===== src/rtl/contador_param.sv =====
// Up/down/step counter with parallel load and cascade carry chain.
// Q and RCO are registered and change on the clock edge; CO is combinational, so a stage feeds the next one in the same cycle.
module contador_param #(
    parameter int WIDTH = 4,
    parameter int STEP  = 3
) (
    input  logic             CLK,
    input  logic             RESET,
    input  logic             ENB,
    input  logic             CI,
    input  logic [1:0]       MODO,
    input  logic [WIDTH-1:0] D,
    output logic [WIDTH-1:0] Q,
    output logic             RCO,
    output logic             CO
);

    localparam logic [WIDTH-1:0] STEP_W = WIDTH'(STEP);

    localparam logic [1:0] MODO_UP   = 2'b00;
    localparam logic [1:0] MODO_DOWN = 2'b01;
    localparam logic [1:0] MODO_STEP = 2'b10;
    localparam logic [1:0] MODO_LOAD = 2'b11;

    logic [WIDTH-1:0] q_q, q_d;
    logic             rco_q, rco_d;
    logic             advance;
    logic             load;
    logic             wrap;

    // CI gates counting only; a load always goes through.
    always_comb begin
        advance = ENB & CI & (MODO != MODO_LOAD);
        load    = ENB & (MODO == MODO_LOAD);
    end

    always_comb begin
        wrap = 1'b0;
        case (MODO)
            MODO_UP:   wrap = (q_q == {WIDTH{1'b1}});
            MODO_DOWN: wrap = (q_q == '0);
            MODO_STEP: wrap = (q_q < STEP_W);
            default:   wrap = 1'b0;
        endcase
    end

    always_comb begin
        q_d   = q_q;
        rco_d = rco_q;
        if (load) begin
            q_d   = D;
            rco_d = 1'b0;
        end else if (ENB) begin
            rco_d = advance & wrap;
            if (advance) begin
                case (MODO)
                    MODO_UP:   q_d = q_q + 1'b1;
                    MODO_DOWN: q_d = q_q - 1'b1;
                    MODO_STEP: q_d = q_q - STEP_W;
                    default:   q_d = q_q;
                endcase
            end
        end
    end

    always_ff @(posedge CLK or posedge RESET) begin
        if (RESET) begin
            q_q   <= '0;
            rco_q <= 1'b0;
        end else begin
            q_q   <= q_d;
            rco_q <= rco_d;
        end
    end

    assign Q   = q_q;
    assign RCO = rco_q;
    assign CO  = advance & wrap;

endmodule


===== config.mk =====
export PLATFORM = sky130hd
export DESIGN_NAME = contador_param
export DESIGN_NICKNAME = d
export VERILOG_FILES = /design/src/rtl/contador_param.sv
export SDC_FILE = /design/constraint.sdc
export NUM_CORES = 1
export LEC_CHECK = 0
export ABC_AREA = 1
export CORE_AREA = 3 3 40 42
export CTS_CLUSTER_DIAMETER = 40
export DETAILED_ROUTE_END_ITERATION = 12
export DIE_AREA = 0 0 43 45
export PLACE_DENSITY = 0.69
export SYNTH_ARGS = -nofsm -noshare
export SYNTH_HDL_FRONTEND = slang
export SYNTH_SLANG_ARGS = --single-unit

===== constraint.sdc =====
create_clock -name CLK -period 1.5 [get_ports CLK]
set_clock_uncertainty 0.1 [all_clocks]
set_input_delay 0.15 -clock CLK [delete_from_list [all_inputs] [get_ports CLK]]
set_output_delay 0.15 -clock CLK [all_outputs]
set_load 0.05 [all_outputs]

Word level (Yosys, flattened, before mapping)
Cells that the tools add are included.
{ "word_totals": {"register_bits": 5, "elab_cells": 28} }
{ "op_classes": {"n_mux": 7, "reduce_logical": 6, "n_lt_le_gt_ge": 1, "n_eq_ne": 5, "add_sub_neg": 3, "bitwise": 4} }
{ "op_table": {"columns": ["op", "count"], "rows": [
  ["4-bit 2-to-1 mux", 3],
  ["4-bit case mux with 3 select lines", 1],
  ["4-bit by 1-bit adder with 4-bit output, second input constant", 1],
  ["1-bit bitwise AND", 4],
  ["2-bit == test, second input constant", 2],
  ["4-bit == test, second input constant", 1],
  ["4-bit logical NOT", 1],
  ["4-bit by 2-bit < comparator with 1-bit output, second input constant", 1],
  ["2-bit nonzero test", 2],
  ["4-bit nonzero test", 1],
  ["4-bit by 1-bit subtractor with 4-bit output, second input constant", 1],
  ["4-bit by 2-bit subtractor with 4-bit output, second input constant", 1],
  ["1-bit case mux with 3 select lines", 1],
  ["3-bit AND reduction", 1],
  ["2-bit by 1-bit == test with 1-bit output, second input constant", 1],
  ["2-bit logical NOT", 1],
  ["1-bit 2-to-1 mux", 2],
  ["2-bit inequality test, second input constant", 1]
]} }

Longest topological paths before layout
{ "depth": {"word_depth": 5, "depth_mapped": 13, "mapped_depth_nobuf": 13} }

Least setup slack after synthesis
Ideal clock, no wire load.
{ "synth_path": {"path_kind": "register -> output", "from": "register q_q[0] (netlist: Q[0])", "to": "output port CO", "required_ps": 1250, "arrival_time_ps": 1618, "path_stages_with_launch": 8, "setup_slack_ps": -368, "cell_sequence": "dfrtp_1 > ha_1 > nand2_1 > inv_1 > nand4_1 > nand2_1 > nand3_1 > inv_1"} }
{ "synth_via": {"elab_chain_cells": 3, "word_cells_on_any_way": 5} }
{ "synth_lines": {"columns": ["element", "line", "source"], "rows": [
  ["start: declaration", "25", "logic [WIDTH-1:0] q_q, q_d;"],
  ["start signal: assignment", "71", "q_q <= q_d;"],
  ["4-bit by 2-bit < comparator with 1-bit output, or another cell as far along", "42", "MODO_STEP: wrap = (q_q < STEP_W);"],
  ["1-bit case mux with 3 select lines *", "39", "case (MODO)"],
  ["1-bit bitwise AND *", "78", "assign CO = advance & wrap;"],
  ["end: declaration", "15", "output logic CO"]
]} }
Mark *: on every way between the ends. The rest lies on a longest branch, timed or not.

Final worst setup path
Same ends and word-level chain as after synthesis.

==> flow_metrics.py <==
metrics = {
    "yosys": {
        "syn_nets": 92,
        "synth.top_cells.by_area": "sky130_fd_sc_hd__dfrtp_1, sky130_fd_sc_hd__nand2_1, sky130_fd_sc_hd__nand3_1, sky130_fd_sc_hd__inv_1, sky130_fd_sc_hd__o21ai_0",
        "synth_seq_cells": 5,
        "syn-instance-count": 79,
        "yosys_warnings": 0,
        "synth_sequential_area_ratio_pct": 25.6,
        "yosysTopAreaCell": "sky130_fd_sc_hd__dfrtp_1",
        "distinct_cells_synth": 15,
        "synthesized_area_um2": 488,
        "netlist.area_leader.share_pct": 25.6,
        "syn_area_per_cell_um2": 6.18,
    },
    "power": {
        "power.leakage_nw": 0.473,
        "switching_power_mw": 0.558,
        "p_int_mw": 0.699,
        "sw_frac_of_total_pct": 44.4,
        "peakVddDrop_uv": 712,
        "proportion_of_power_drawn_by_combinational_gates_pct": 66.8,
        "total_power_mw": 1.26,
        "power_per_cell_area_nw_per_um2": 1370,
        "power_frac_clock_pct": 12.9,
        "seq_power_share_pct": 20.3,
    },
    "worst_setup_path": {
        "setup.worst_path.start": "Q[0]$_DFFE_PP0P_",
        "startpoint_of_the_most_critical_register_to_register_path": "Q[1]$_DFFE_PP0P_",
        "worstSetupEndpointType": "output port",
        "worstSetupStartpointType": "flip-flop",
        "critPathMaxFanout": 4,
        "timing.critical_path.arrival_ns": 1.50,
        "regToRegSetupSlack_ns": -0.21,
        "critical_path_class": "reg -> out",
        "timing.reg2reg.worst_path_depth": 13,
        "critical_path_required_ns": 1.25,
    },
    "drt": {
        "antenna_left": 0,
        "route.vias.total": 626,
        "routed_via_density": 4.82,
        "drtPass1Iterations": 4,
        "routed_wire_length_per_instance_um": 11.3,
        "route.detailed.drc": 0,
        "detail_route.iter0.violations": 17,
        "totalWireLength_mm": 1.47,
    },
    "clock_network": {
        "cts-buffers-inserted": 3,
        "tritoncts": "built",
        "clkSlewWorstSetupHoldPaths_ns": 0.05,
        "worst_skew_late_latency_ns": 0.25,
        "clk_root_buffer_cell": "sky130_fd_sc_hd__clkbuf_4",
        "cts-htree-levels": 1,
        "cts_sinks": 5,
        "cts_max_path_buffers": 2,
    },
    "run": {
        "max_cap_violations": 0,
    },
    "sta": {
        "setup_viol": 4,
        "final_min_period_over_clock_period_pct": 117,
        "slew_viol_final": 0,
        "fin_crit_ns": 1.75,
        "rsz_0062_raised_after_global_routing": "yes",
        "final_critical_path_setup_slack_ns": -0.249,
        "upper_clock_frequency_limit_mhz": 572,
        "timing_worst_slew_pin_value_ns": 0.310,
        "hold_violations": 2,
        "slew_headroom_pct": 79.3,
        "timing.hold.ws_ns": -0.00344,
    },
    "placed_design": {
        "gp_routability_congestion": 0.809,
        "dpl_worst_slack_ns": -0.352,
        "place_inst": 121,
        "post-dp-hpwl_mm": 1.15,
        "number_of_port_buffers": 15,
    },
    "die": {
        "io_pins": 16,
        "die_area_um2": 1940,
        "rows": 13,
        "die_width_um": 43,
        "floorplan.initialDensity_pct": 38.0,
        "die_y_um": 45,
        "core_area_um2": 1280,
    },
    "min_path": {
        "min_path_type": "in -> async",
    },
    "global_route": {
        "number_of_global_route_vias_before_repair": 597,
        "gr-total-overflow": 0,
        "global_route.usage.total_pct": 16.6,
        "grt_start_max_net_pins": 8,
        "global_route_wire_length_before_repair_mm": 2.35,
        "grt_antenna_before_repair": 0,
    },
    "finish": {
        "areaGrowthSynthToFinish_pct": 87.7,
        "layout.nets": 129,
        "final_instance_count_without_filler_cells": 130,
        "utilization_pct": 71.3,
        "insertedDiodeCount": 0,
        "post_route_cells_drive_above_1_share_pct": 36.5,
    },
    "status": {
        "violations": "hold timing, setup timing",
        "run_status": "complete, but fails checks",
    },
}
## placed cells by master (no fill, tap or decap), types with 2 or more instances in the layout
cell,instances
sky130_fd_sc_hd__nand2_1,19
sky130_fd_sc_hd__buf_4,17
sky130_fd_sc_hd__inv_1,12
sky130_fd_sc_hd__nand3_1,10
sky130_fd_sc_hd__clkdlybuf4s50_1,8
sky130_fd_sc_hd__o21ai_0,6
sky130_fd_sc_hd__buf_12,5
sky130_fd_sc_hd__nand3_2,4
sky130_fd_sc_hd__dfrtp_2,3
sky130_fd_sc_hd__inv_2,3
sky130_fd_sc_hd__nor2_1,3
sky130_fd_sc_hd__clkbuf_4,3
sky130_fd_sc_hd__dfrtp_1,2
sky130_fd_sc_hd__o21ai_1,2
sky130_fd_sc_hd__nand2_2,2
sky130_fd_sc_hd__xor2_1,2
sky130_fd_sc_hd__a21oi_1,2
sky130_fd_sc_hd__ha_4,2
## power by group through the flow
stage / Combinational, mW / Sequential (mW) / Clock (mW)
2_1_floorplan: 0.283 / 0.371 / 0
3_3_place_gp: 0.745 / 0.263 / 0
3_5_place_dp: 0.761 / 0.261 / 0
4_1_cts: 0.801 / 0.255 / 0.168
5_1_grt: 0.908 / 0.262 / 0.171
6_report: 0.840 / 0.255 / 0.162
## kinds of logic after synthesis
family                     Yosys count  share of synthesized area, %
and+or+nand+nor                     40                          35.9
buffers and inverters               16                          12.3
AOI/OAI and AO/OA                   13                          14.9
DFF                                  5                          25.6
adders and majority gates            3                          7.69
xor gates and xnor gates             2                          3.59
## sequential cells by signal, indices dropped and copies added (netlist names)
signal / cells
Q: 4
RCO: 1
## metal layers
layer / track usage (%) / vias up / routed length, um
met3: 3.19 / 4 / 115
met5: 0 / - / 0
met4: 10.2 / 0 / 29
met2: 29.9 / 21 / 702
met1: 18.0 / 273 / 620
li1: - / 328 / -
## worst max-delay path, cell delays in order (launching register included)
cell,delay [ns]
sky130_fd_sc_hd__dfrtp_2,0.44
sky130_fd_sc_hd__inv_2,0.10
sky130_fd_sc_hd__ha_4,0.13
sky130_fd_sc_hd__nand3_2,0.05
sky130_fd_sc_hd__o21ai_1,0.08
sky130_fd_sc_hd__nand2_1,0.06
sky130_fd_sc_hd__nand2_1,0.06
sky130_fd_sc_hd__nand3_2,0.10
sky130_fd_sc_hd__clkinvlp_4,0.10
sky130_fd_sc_hd__buf_12,0.13
## final cells by class
| class | count | area (um2) |
|---|---|---|
| tap | 15 | 18.8 |
| timing repair buffer | 32 | 328 |
| inverter | 16 | 63.8 |
| clock buffer | 4 | 26.3 |
| sequential | 5 | 129 |
| multi-input combinational | 58 | 350 |
| fill | 102 | 369 |
## what timing repair did
item / in CTS / in global routing
endpoints found under the setup margin: 4 / 5
buffers inserted: 3 / 2
hold buffers: 0 / 0
gates resized for setup: 1 / 4
pin swaps: 5 / 2
## synthesized netlist by cell type
master / instances
sky130_fd_sc_hd__and2_1: 1
sky130_fd_sc_hd__ha_1: 3
sky130_fd_sc_hd__a21oi_1: 2
sky130_fd_sc_hd__o22ai_1: 1
sky130_fd_sc_hd__inv_1: 16
sky130_fd_sc_hd__o21ai_0: 8
sky130_fd_sc_hd__nand2_1: 20
sky130_fd_sc_hd__dfrtp_1: 5
sky130_fd_sc_hd__nand4_1: 1
sky130_fd_sc_hd__nor2_1: 3
sky130_fd_sc_hd__xor2_1: 2
sky130_fd_sc_hd__o21ai_2: 1
sky130_fd_sc_hd__nand2_2: 1
sky130_fd_sc_hd__nand3_1: 14
sky130_fd_sc_hd__o211ai_1: 1
## final timing paths
check / end
setup / recovery: CO
hold / removal: Q[1]$_DFFE_PP0P_
setup reg to reg: Q[2]$_DFFE_PP0P_
hold reg to reg: RCO$_DFFE_PP0P_
max in group asynchronous: Q[2]$_DFFE_PP0P_
min in group CLK: RCO$_DFFE_PP0P_
## stage by stage
step | instance area, um2 | setup TNS (ns)
final | 916 | -0.737
after global routing | 916 | -1.08
after CTS | 890 | -0.485
after detailed placement | 842 | -1.39
after global placement | 842 | -1.23
after floorplan | 536 | -0.291
Power figures use the tool's default switching activity.
